### src/rtl/pipe_stage_buf_pkg.sv
// Shared exception codes, the default kill mask and the per-slot update ops
// for the generic pipeline stage buffer.
package pipe_stage_buf_pkg;

  localparam int EXC_W_DEF = 5;

  localparam logic [4:0] EXC_INT  = 5'd0;
  localparam logic [4:0] EXC_ADEL = 5'd4;
  localparam logic [4:0] EXC_ADES = 5'd5;
  localparam logic [4:0] EXC_RI   = 5'd10;
  localparam logic [4:0] EXC_OV   = 5'd12;

  localparam logic [31:0] KILL_MASK_DEF = (32'd1 << EXC_ADEL) | (32'd1 << EXC_RI);

  typedef enum logic [1:0] {
    SLOT_HOLD,
    SLOT_LOAD,
    SLOT_DROP,
    SLOT_CLEAR
  } slot_op_e;

endpackage

### src/rtl/pipe_slot.sv
// One storage slot: a valid bit plus the instr/pc4/exccode/data payload.
// DROP empties the slot but keeps the payload; CLEAR empties and zeroes it.
module pipe_slot
  import pipe_stage_buf_pkg::*;
#(
  parameter int DATA_W = 96,
  parameter int EXC_W  = EXC_W_DEF
) (
  input  logic              clk,
  input  logic              reset,
  input  slot_op_e          op,
  input  logic              kill,
  input  logic [31:0]       d_instr,
  input  logic [31:0]       d_pc4,
  input  logic [EXC_W-1:0]  d_exccode,
  input  logic [DATA_W-1:0] d_data,
  output logic              q_valid,
  output logic [31:0]       q_instr,
  output logic [31:0]       q_pc4,
  output logic [EXC_W-1:0]  q_exccode,
  output logic [DATA_W-1:0] q_data
);

  logic              valid_d, valid_q;
  logic [31:0]       instr_d, instr_q;
  logic [31:0]       pc4_d, pc4_q;
  logic [EXC_W-1:0]  exccode_d, exccode_q;
  logic [DATA_W-1:0] data_d, data_q;

  always_comb begin
    valid_d   = valid_q;
    instr_d   = instr_q;
    pc4_d     = pc4_q;
    exccode_d = exccode_q;
    data_d    = data_q;
    case (op)
      SLOT_LOAD: begin
        valid_d   = 1'b1;
        instr_d   = kill ? 32'h0 : d_instr;
        pc4_d     = d_pc4;
        exccode_d = d_exccode;
        data_d    = d_data;
      end
      SLOT_DROP:  valid_d = 1'b0;
      SLOT_CLEAR: begin
        valid_d   = 1'b0;
        instr_d   = '0;
        pc4_d     = '0;
        exccode_d = '0;
        data_d    = '0;
      end
      default: ;
    endcase
  end

  always_ff @(posedge clk or negedge reset) begin
    if (!reset) begin
      valid_q   <= 1'b0;
      instr_q   <= '0;
      pc4_q     <= '0;
      exccode_q <= '0;
      data_q    <= '0;
    end else begin
      valid_q   <= valid_d;
      instr_q   <= instr_d;
      pc4_q     <= pc4_d;
      exccode_q <= exccode_d;
      data_q    <= data_d;
    end
  end

  assign q_valid   = valid_q;
  assign q_instr   = instr_q;
  assign q_pc4     = pc4_q;
  assign q_exccode = exccode_q;
  assign q_data    = data_q;

endmodule

### src/rtl/pipe_stage_buf.sv
// Generic pipeline stage register with valid/ready handshake, 2-entry skid
// buffer, flush, bubble squash, exccode-based instr kill and a stall counter.
module pipe_stage_buf
  import pipe_stage_buf_pkg::*;
#(
  parameter int          DATA_W    = 96,
  parameter int          EXC_W     = EXC_W_DEF,
  parameter logic [31:0] KILL_MASK = KILL_MASK_DEF,
  parameter int          CNT_W     = 16
) (
  input  logic              clk,
  input  logic              reset,
  input  logic              flush,
  input  logic              clr,
  input  logic              in_valid,
  output logic              in_ready,
  input  logic [31:0]       in_instr,
  input  logic [31:0]       in_pc4,
  input  logic [EXC_W-1:0]  in_exccode,
  input  logic [DATA_W-1:0] in_data,
  output logic              out_valid,
  input  logic              out_ready,
  output logic [31:0]       out_instr,
  output logic [31:0]       out_pc4,
  output logic [EXC_W-1:0]  out_exccode,
  output logic [DATA_W-1:0] out_data,
  output logic [CNT_W-1:0]  stall_cnt
);

  slot_op_e          out_op, skid_op;
  logic              out_from_skid;
  logic              skid_valid;
  logic [31:0]       skid_instr, skid_pc4;
  logic [EXC_W-1:0]  skid_exccode;
  logic [DATA_W-1:0] skid_data;
  logic              acc, dq, enter, kill_in;
  logic [CNT_W-1:0]  stall_cnt_d, stall_cnt_q;

  // in_ready comes straight from the SKID valid flop, so out_ready never
  // reaches upstream combinationally.
  assign in_ready = !skid_valid;
  assign acc      = in_valid && in_ready;
  assign dq       = out_valid && out_ready;
  assign enter    = acc && !clr;
  assign kill_in  = (in_exccode != '0) &&
                    (((KILL_MASK >> in_exccode) & 32'd1) != 32'd0);

  always_comb begin
    out_op        = SLOT_HOLD;
    skid_op       = SLOT_HOLD;
    out_from_skid = 1'b0;
    if (flush) begin
      out_op  = SLOT_CLEAR;
      skid_op = SLOT_CLEAR;
    end else if (!out_valid || dq) begin
      if (skid_valid) begin
        out_op        = SLOT_LOAD;
        out_from_skid = 1'b1;
        skid_op       = enter ? SLOT_LOAD : SLOT_DROP;
      end else begin
        out_op = enter ? SLOT_LOAD : SLOT_DROP;
      end
    end else if (enter) begin
      skid_op = SLOT_LOAD;
    end
  end

  always_comb begin
    stall_cnt_d = stall_cnt_q;
    if (!flush && out_valid && !out_ready && (stall_cnt_q != '1))
      stall_cnt_d = stall_cnt_q + CNT_W'(1);
  end

  always_ff @(posedge clk or negedge reset) begin
    if (!reset) stall_cnt_q <= '0;
    else        stall_cnt_q <= stall_cnt_d;
  end

  assign stall_cnt = stall_cnt_q;

  // A beat moving SKID -> OUT was already killed when it entered SKID.
  pipe_slot #(.DATA_W(DATA_W), .EXC_W(EXC_W)) u_out (
    .clk       (clk),
    .reset     (reset),
    .op        (out_op),
    .kill      (out_from_skid ? 1'b0 : kill_in),
    .d_instr   (out_from_skid ? skid_instr   : in_instr),
    .d_pc4     (out_from_skid ? skid_pc4     : in_pc4),
    .d_exccode (out_from_skid ? skid_exccode : in_exccode),
    .d_data    (out_from_skid ? skid_data    : in_data),
    .q_valid   (out_valid),
    .q_instr   (out_instr),
    .q_pc4     (out_pc4),
    .q_exccode (out_exccode),
    .q_data    (out_data)
  );

  pipe_slot #(.DATA_W(DATA_W), .EXC_W(EXC_W)) u_skid (
    .clk       (clk),
    .reset     (reset),
    .op        (skid_op),
    .kill      (kill_in),
    .d_instr   (in_instr),
    .d_pc4     (in_pc4),
    .d_exccode (in_exccode),
    .d_data    (in_data),
    .q_valid   (skid_valid),
    .q_instr   (skid_instr),
    .q_pc4     (skid_pc4),
    .q_exccode (skid_exccode),
    .q_data    (skid_data)
  );

endmodule

### config.mk
export PLATFORM = sky130hd
export DESIGN_NAME = pipe_stage_buf
export DESIGN_NICKNAME = d
export VERILOG_FILES = /design/src/rtl/pipe_stage_buf_pkg.sv /design/src/rtl/pipe_slot.sv /design/src/rtl/pipe_stage_buf.sv
export SDC_FILE = /design/constraint.sdc
export NUM_CORES = 1
export LEC_CHECK = 0
export ABC_AREA = 1
export CAP_MARGIN = 20
export CORE_MARGIN = 2
export CORE_UTILIZATION = 45
export DETAILED_ROUTE_END_ITERATION = 8
export GPL_TIMING_DRIVEN = 0
export PLACE_DENSITY = 0.8
export SLEW_MARGIN = 20
export SYNTH_ARGS = -nofsm -noshare
export SYNTH_HDL_FRONTEND = slang
export SYNTH_SLANG_ARGS = --single-unit
### constraint.sdc
create_clock -name clk -period 2.3 [get_ports clk]
set_clock_uncertainty 0.15 [all_clocks]
set_input_delay 0.46 -clock clk [delete_from_list [all_inputs] [get_ports clk]]
set_output_delay 0.46 -clock clk [all_outputs]
set_load 0.1 [all_outputs]
==> results_dict.tcl, run 1 <==
set metrics [dict create \
    status "finished clean" \
    crit_buf_inv 1 \
    avgSynthCellArea_um2 8.48 \
    p_per_area_mw_per_mm2 816 \
    fp.coreArea_mm2 0.0334 \
    switchingPower_mw 6.03 \
    worstMarginPinSlew_ns 0.623 \
    grt_pass1_vias 14000 \
    critPathLaunchType "flop" \
    antenna_found_initial 4 \
    max_stage_delay_ns 0.60 \
    netlist_area_mm2 0.0152 \
    p_comb_share_pct 25.9 \
    path_delay_family "buffers and inverters" \
    cts_root_buffer "clkbuf_16" \
    drt-initial-drc-count 958 \
    cts_made_buffers 38 \
    netSwitchingFraction_pct 35.5 \
    vias 13900 \
    wl_um 44700 \
    layout_commonest_cell "nand2_1" \
    io_pins 354 \
    yosys_warnings 0 \
    dieArea_mm2 0.0353 \
    drive_above_1_share_pct 15.5 \
    synth_nets 1969 \
    maxCapViolations 0 \
    period_minus_slack_ns 2.22 \
    final.setup.tns_ns 0 \
    leakagePower_nw 9.97 \
    place_area_mm2 0.0194 \
    routedWlPerCell_um 16.7 \
    rows 67 \
    cts_num_sinks 348 \
    final_area_mm2 0.0209 \
    synth_top_area_share_pct 57.2 \
    crit_arrival_ns 1.61 \
    setup_viol 0 \
    io_buffer_count 353 \
    critPathCaptureType "primary output" \
    ant_nets 0 \
    p_seq_share_pct 39.3 \
    grt-ovfl-total 0 \
    cp.required_ns 1.69 \
    firstDrtPassIters 5 \
    synth_cell_types 22 \
    vias_per_cell 5.19 \
    path_cells "clkdlybuf4s15_2" \
    area_growth_pct 37.0 \
    synth_area_leaders "dfrtp_1 57%, nand2_1 12%, o22ai_1 12%" \
    p_int_mw 11.0 \
    whs_ns 0.268 \
    peakVddDrop_uv 705 \
    clockBufferDepth 3 \
    grt_pass1_wl_um 71500 \
    grt_max_degree 91 \
    fp.dieH_um 188 \
    maxSlewViolCount 0 \
    grt_use_total_pct 25.2 \
    max_slew_margin_pct 58.6 \
    hold_class "input pin to asynchronous set/reset pin" \
    nets 2367 \
    hold_viol_final 0 \
    cp_max_fo 7 \
    cts_tree "built" \
    synth_seq_cells 348 \
    drcViolationCount 0 \
    max_freq_mhz 451 \
    die_w_um 188 \
    clock_latency_ns 0.51 \
    ys_seq_area_share_pct 57.2 \
    yosys.area.top_type "dfrtp_1" \
    clk_pin_slew_ns 0.06 \
    layout_common_cells "497 x nand2_1, 346 x dfrtp_1, 311 x inv_1" \
    place_congestion 0.859 \
    cts_max_level 2 \
    post-dp-hpwl_um 31600 \
    start_util_pct 45.5 \
    grt_setup_unrepaired "false" \
    cp_slowest_cell "clkdlybuf4s15_2" \
    clockPowerShare_pct 34.7 \
    worstSetupPathType "flop to primary output" \
    timing.final.crit_share_pct 96.5 \
    syn_inst 1797 \
]
-- cell type report --
class                      count  area (um2)
fill                        2715       12600
sequential                   348        8710
multi-input combinational   1020        4770
timing repair buffer         358        3850
inverter                     314        1180
clock buffer                  55        1120
buffer                       115         573
tap                          448         561
clock inverter                10        82.6
antenna                        5        12.5
-- cell usage after synthesis --
cell and number:
buf_2 79, a21boi_0 1, a21oi_1 33, inv_1 311
buf_1 5, o22ai_1 298, o21ai_0 10, buf_4 11
nand2_1 497, nand3_1 41, nand4_1 5, nand3b_1 1
nor2_4 1, inv_2 3, o21ai_2 2, nand3_2 1
clkbuf_1 20, nand2_2 2, ha_1 1, xnor2_1 7
dfrtp_1 348, nor2_1 120
-- power groups by stage --
stage,Sequential (mW),Clock (mW),Combinational [mW]
2_1_floorplan,9.07,0,0.777
3_3_place_gp,6.80,0,4.45
3_5_place_dp,6.80,0,4.50
4_1_cts,6.69,6.01,4.43
5_1_grt,6.73,6.27,4.61
6_report,6.69,5.91,4.41
-- per-stage QoR --
| step | setup slack (ns) | std cells | util [%] | total power, mW |
|---|---|---|---|---|
| 5_1_grt | 0.0141 | 2672 | 62.4 | 17.6 |
| 3_5_place_dp | -0.404 | 2602 | 58.1 | 11.3 |
| 3_3_place_gp | -15.51 | 2598 | 57.8 | 11.2 |
| 4_1_cts | 0.000412 | 2668 | 62.4 | 17.1 |
| 2_1_floorplan | 0.133 | 1797 | - | 9.85 |
| 6_report | 0.0807 | 2673 | 62.4 | 17.0 |
-- flip-flops by register name, indices dropped and copies added, names as in the netlist, 16 cells and up --
name and count:
u_skid.q_pc4 32, u_out.q_pc4 32, u_skid.q_data 96, u_skid.q_instr 32, u_out.q_data 96, stall_cnt 16, u_out.q_instr 32
-- routing by layer --
metal  GRT usage (%)  routed length [um]  vias to the layer above  part of all wire, %
met5               0                   0                        -                    0
met4            11.0                1860                        0                  4.2
met3            5.32                3390                      114                  7.6
met2            41.0               21100                      580                   47
met1            32.5               18400                     6627                   41
li1                -                   -                     6564                    -
-- kinds of logic (layout without fill, tap and decap cells) --
logic type	after synthesis	after routing	synth area share (%)
other	0	5	0
buffers and inverters	429	852	11.5
XOR/XNOR	7	7	0.403
adder cells (fa/ha/maj)	1	1	0.0821
AND/OR/NAND/NOR	668	668	17.0
flip-flops	348	348	57.2
AO/OA/AOI/OAI	344	344	13.8
-- worst paths after layout --
check	start	endpoint	slack, ns	depth (start not counted)
min in group clk	u_out.q_data[95]$_DFFE_PN0P_	u_out.q_data[95]$_DFFE_PN0P_	0.33	2
setup reg to reg	u_out.q_valid$_DFFE_PN0P_	u_out.q_data[69]$_DFFE_PN0P_	0.18	8
setup / recovery	stall_cnt[2]$_DFFE_PN0P_	stall_cnt[2]	0.08	1
hold reg to reg	u_out.q_data[95]$_DFFE_PN0P_	u_out.q_data[95]$_DFFE_PN0P_	0.33	2
max in group asynchronous	reset	stall_cnt[0]$_DFFE_PN0P_	0.55	4
hold / removal	reset	u_out.q_data[48]$_DFFE_PN0P_	0.27	2
-- what timing repair did --
| action | 4_1_cts | 5_1_grt |
|---|---|---|
| hold endpoints to repair | 39 | 0 |
| gates resized for setup | 543 | 8 |
| setup buffers | 0 | 0 |
| hold buffers | 1 | 0 |
| setup endpoints to repair | 183 | 7 |
| cloned | 0 | 0 |
Power figures use the tool's default switching activity.
==> run 2: changes to the inputs <==
--- a/config.mk
+++ b/config.mk
@@ -12,7 +12,6 @@
 export DETAILED_ROUTE_END_ITERATION = 8
 export GPL_TIMING_DRIVEN = 0
 export PLACE_DENSITY = 0.8
-export SLEW_MARGIN = 20
 export SYNTH_ARGS = -nofsm -noshare
 export SYNTH_HDL_FRONTEND = slang
 export SYNTH_SLANG_ARGS = --single-unit
==> run 2 against run 1 <==
Compared with the run above: sequential share of layout area is 0.14 points lower; first-iteration DRC count grew 10%; via count down 0.26%; design area is 0.33% higher; final cell count about the same; clock-buffer cell count is the same; non-clock buffer count shrank 2; routed wire length is 0.48% higher; critical endpoint is now in_ready; largest cell class unchanged.
==> results_dict.tcl, run 2 (same netlist as run 1, synthesis figures left out) <==
set metrics [dict create \
    multi_input_area_mm2 0.00477 \
    grt_use_total_pct 25.0 \
    wl_um 44900 \
    clk_pin_slew_ns 0.06 \
    path_cells "inv_2 > clkdlybuf4s15_2" \
    cts_max_level 2 \
    die_w_um 188 \
    ant_nets 0 \
    wl_met1_um 18300 \
    cp.required_ns 1.69 \
    r2r_slack_ns 0.19 \
    status "finished clean" \
    place_congestion 0.859 \
    nets 2366 \
    io_buffer_count 353 \
    grt_max_degree 125 \
    drt-initial-drc-count 1056 \
    leakagePower_nw 9.99 \
    cp_slowest_cell "clkdlybuf4s15_2" \
    fp.dieH_um 188 \
    maxCapViolations 0 \
    grt_pass1_wl_um 71400 \
    final.setup.tns_ns 0 \
    rows 67 \
    cts_num_sinks 348 \
    routedWlPerCell_um 16.8 \
    whs_ns 0.328 \
    place_area_mm2 0.0194 \
    clock_latency_ns 0.51 \
    start_util_pct 45.5 \
    wl_met2_um 21300 \
    area_growth_pct 37.4 \
    crit_buf_inv 2 \
    max_freq_mhz 451 \
    dieArea_mm2 0.0353 \
    cts_root_buffer "clkbuf_16" \
    max_slew_margin_pct 43.6 \
    highest_layer "met4" \
    hold_class "flop to flop" \
    critPathCaptureType "primary output" \
    grt_setup_unrepaired "false" \
    fp.coreArea_mm2 0.0334 \
    critPathLaunchType "flop" \
    finalPower_mw 17.3 \
    max_stage_delay_ns 0.57 \
    vias_per_cell 5.18 \
    wl_met3_um 3330 \
    vias 13800 \
    worstMarginPinSlew_ns 0.846 \
    drive_above_1_share_pct 15.7 \
    path_delay_family "buffers and inverters" \
    layout_commonest_cell "nand2_1" \
    grt_pass1_vias 13900 \
    firstDrtPassIters 5 \
    seq_area_mm2 0.00871 \
    fillers 2719 \
    cp_max_fo 5 \
    cts_made_buffers 39 \
    worstSetupPathType "flop to primary output" \
    final_area_mm2 0.0209 \
    crit_arrival_ns 1.61 \
    setup_viol 0 \
    peakVddDrop_uv 562 \
    p_per_area_mw_per_mm2 828 \
    hold_viol_final 0 \
    grt-ovfl-total 0 \
    antenna_found_initial 5 \
    clockBufferDepth 3 \
    layout_common_cells "497 x nand2_1, 346 x dfrtp_1, 311 x inv_1" \
    io_pins 354 \
    cts_tree "built" \
    drcViolationCount 0 \
    post-dp-hpwl_um 31300 \
    period_minus_slack_ns 2.22 \
    maxSlewViolCount 0 \
    timing.final.crit_share_pct 96.5 \
]
[run 2: worst reg2reg max path: cells and delay by family (launching register included)]
family / cells / cell delay, ns
AND/OR/NAND/NOR: 3 / 0.17
buffers and inverters: 3 / 0.67
flip-flops: 1 / 0.40
AO/OA/AOI/OAI: 2 / 0.61
[run 2: final cells by class]
cell class              instances  area share, %
flip-flops and latches        348           41.6
multi-input cells            1020           22.8
repair buffers                356           18.3
inverters                     314           5.63
clock buffers                  55           5.39
plain buffers                 115           2.74
well taps                     448           2.68
clock inverters                15          0.771
diodes                          4         0.0478
[run 2: per-layer routing]
metal	global-route usage [%]	up-vias
met1	32.3	6616
met2	40.9	554
met3	5.26	118
met5	0	-
li1	-	6561
met4	11.1	0
[run 2: final timing paths]
kind                                                    from                           end  cells past startpoint
min in group asynchronous                              reset  u_out.q_data[50]$_DFFE_PN0P_                      2
worst min-delay path            u_out.q_data[95]$_DFFE_PN0P_  u_out.q_data[95]$_DFFE_PN0P_                      2
max in group asynchronous                              reset      stall_cnt[1]$_DFFE_PN0P_                      3
worst max-delay path              u_skid.q_valid$_DFFE_PN0P_                      in_ready                      2
worst max register to register     u_out.q_valid$_DFFE_PN0P_  u_out.q_data[69]$_DFFE_PN0P_                      8
worst min register to register  u_out.q_data[95]$_DFFE_PN0P_  u_out.q_data[95]$_DFFE_PN0P_                      2
[run 2: per-stage QoR]
stage / setup slack, ns / util [%] / std cells
after detailed placement: -0.528 / 58.0 / 2600
final: 0.0806 / 62.6 / 2675
after floorplan: 0.133 / - / 1797
after global placement: -15.51 / 57.8 / 2598
after CTS: 0.0107 / 62.5 / 2671
after global routing: 0.0128 / 62.6 / 2675
[run 2: repair_timing]
action                                  CTS  global route
endpoints found under the setup margin  183            62
resized for setup                       549             2
hold endpoints to repair                108             0
setup buffers                             0             0
hold buffers                              1             0
[run 2: where the power goes]
part	switching, mW	total (mW)	internal [mW]
Clock	2.47	6.23	3.76
Sequential	0.227	6.69	6.47
Combinational	3.39	4.41	1.02
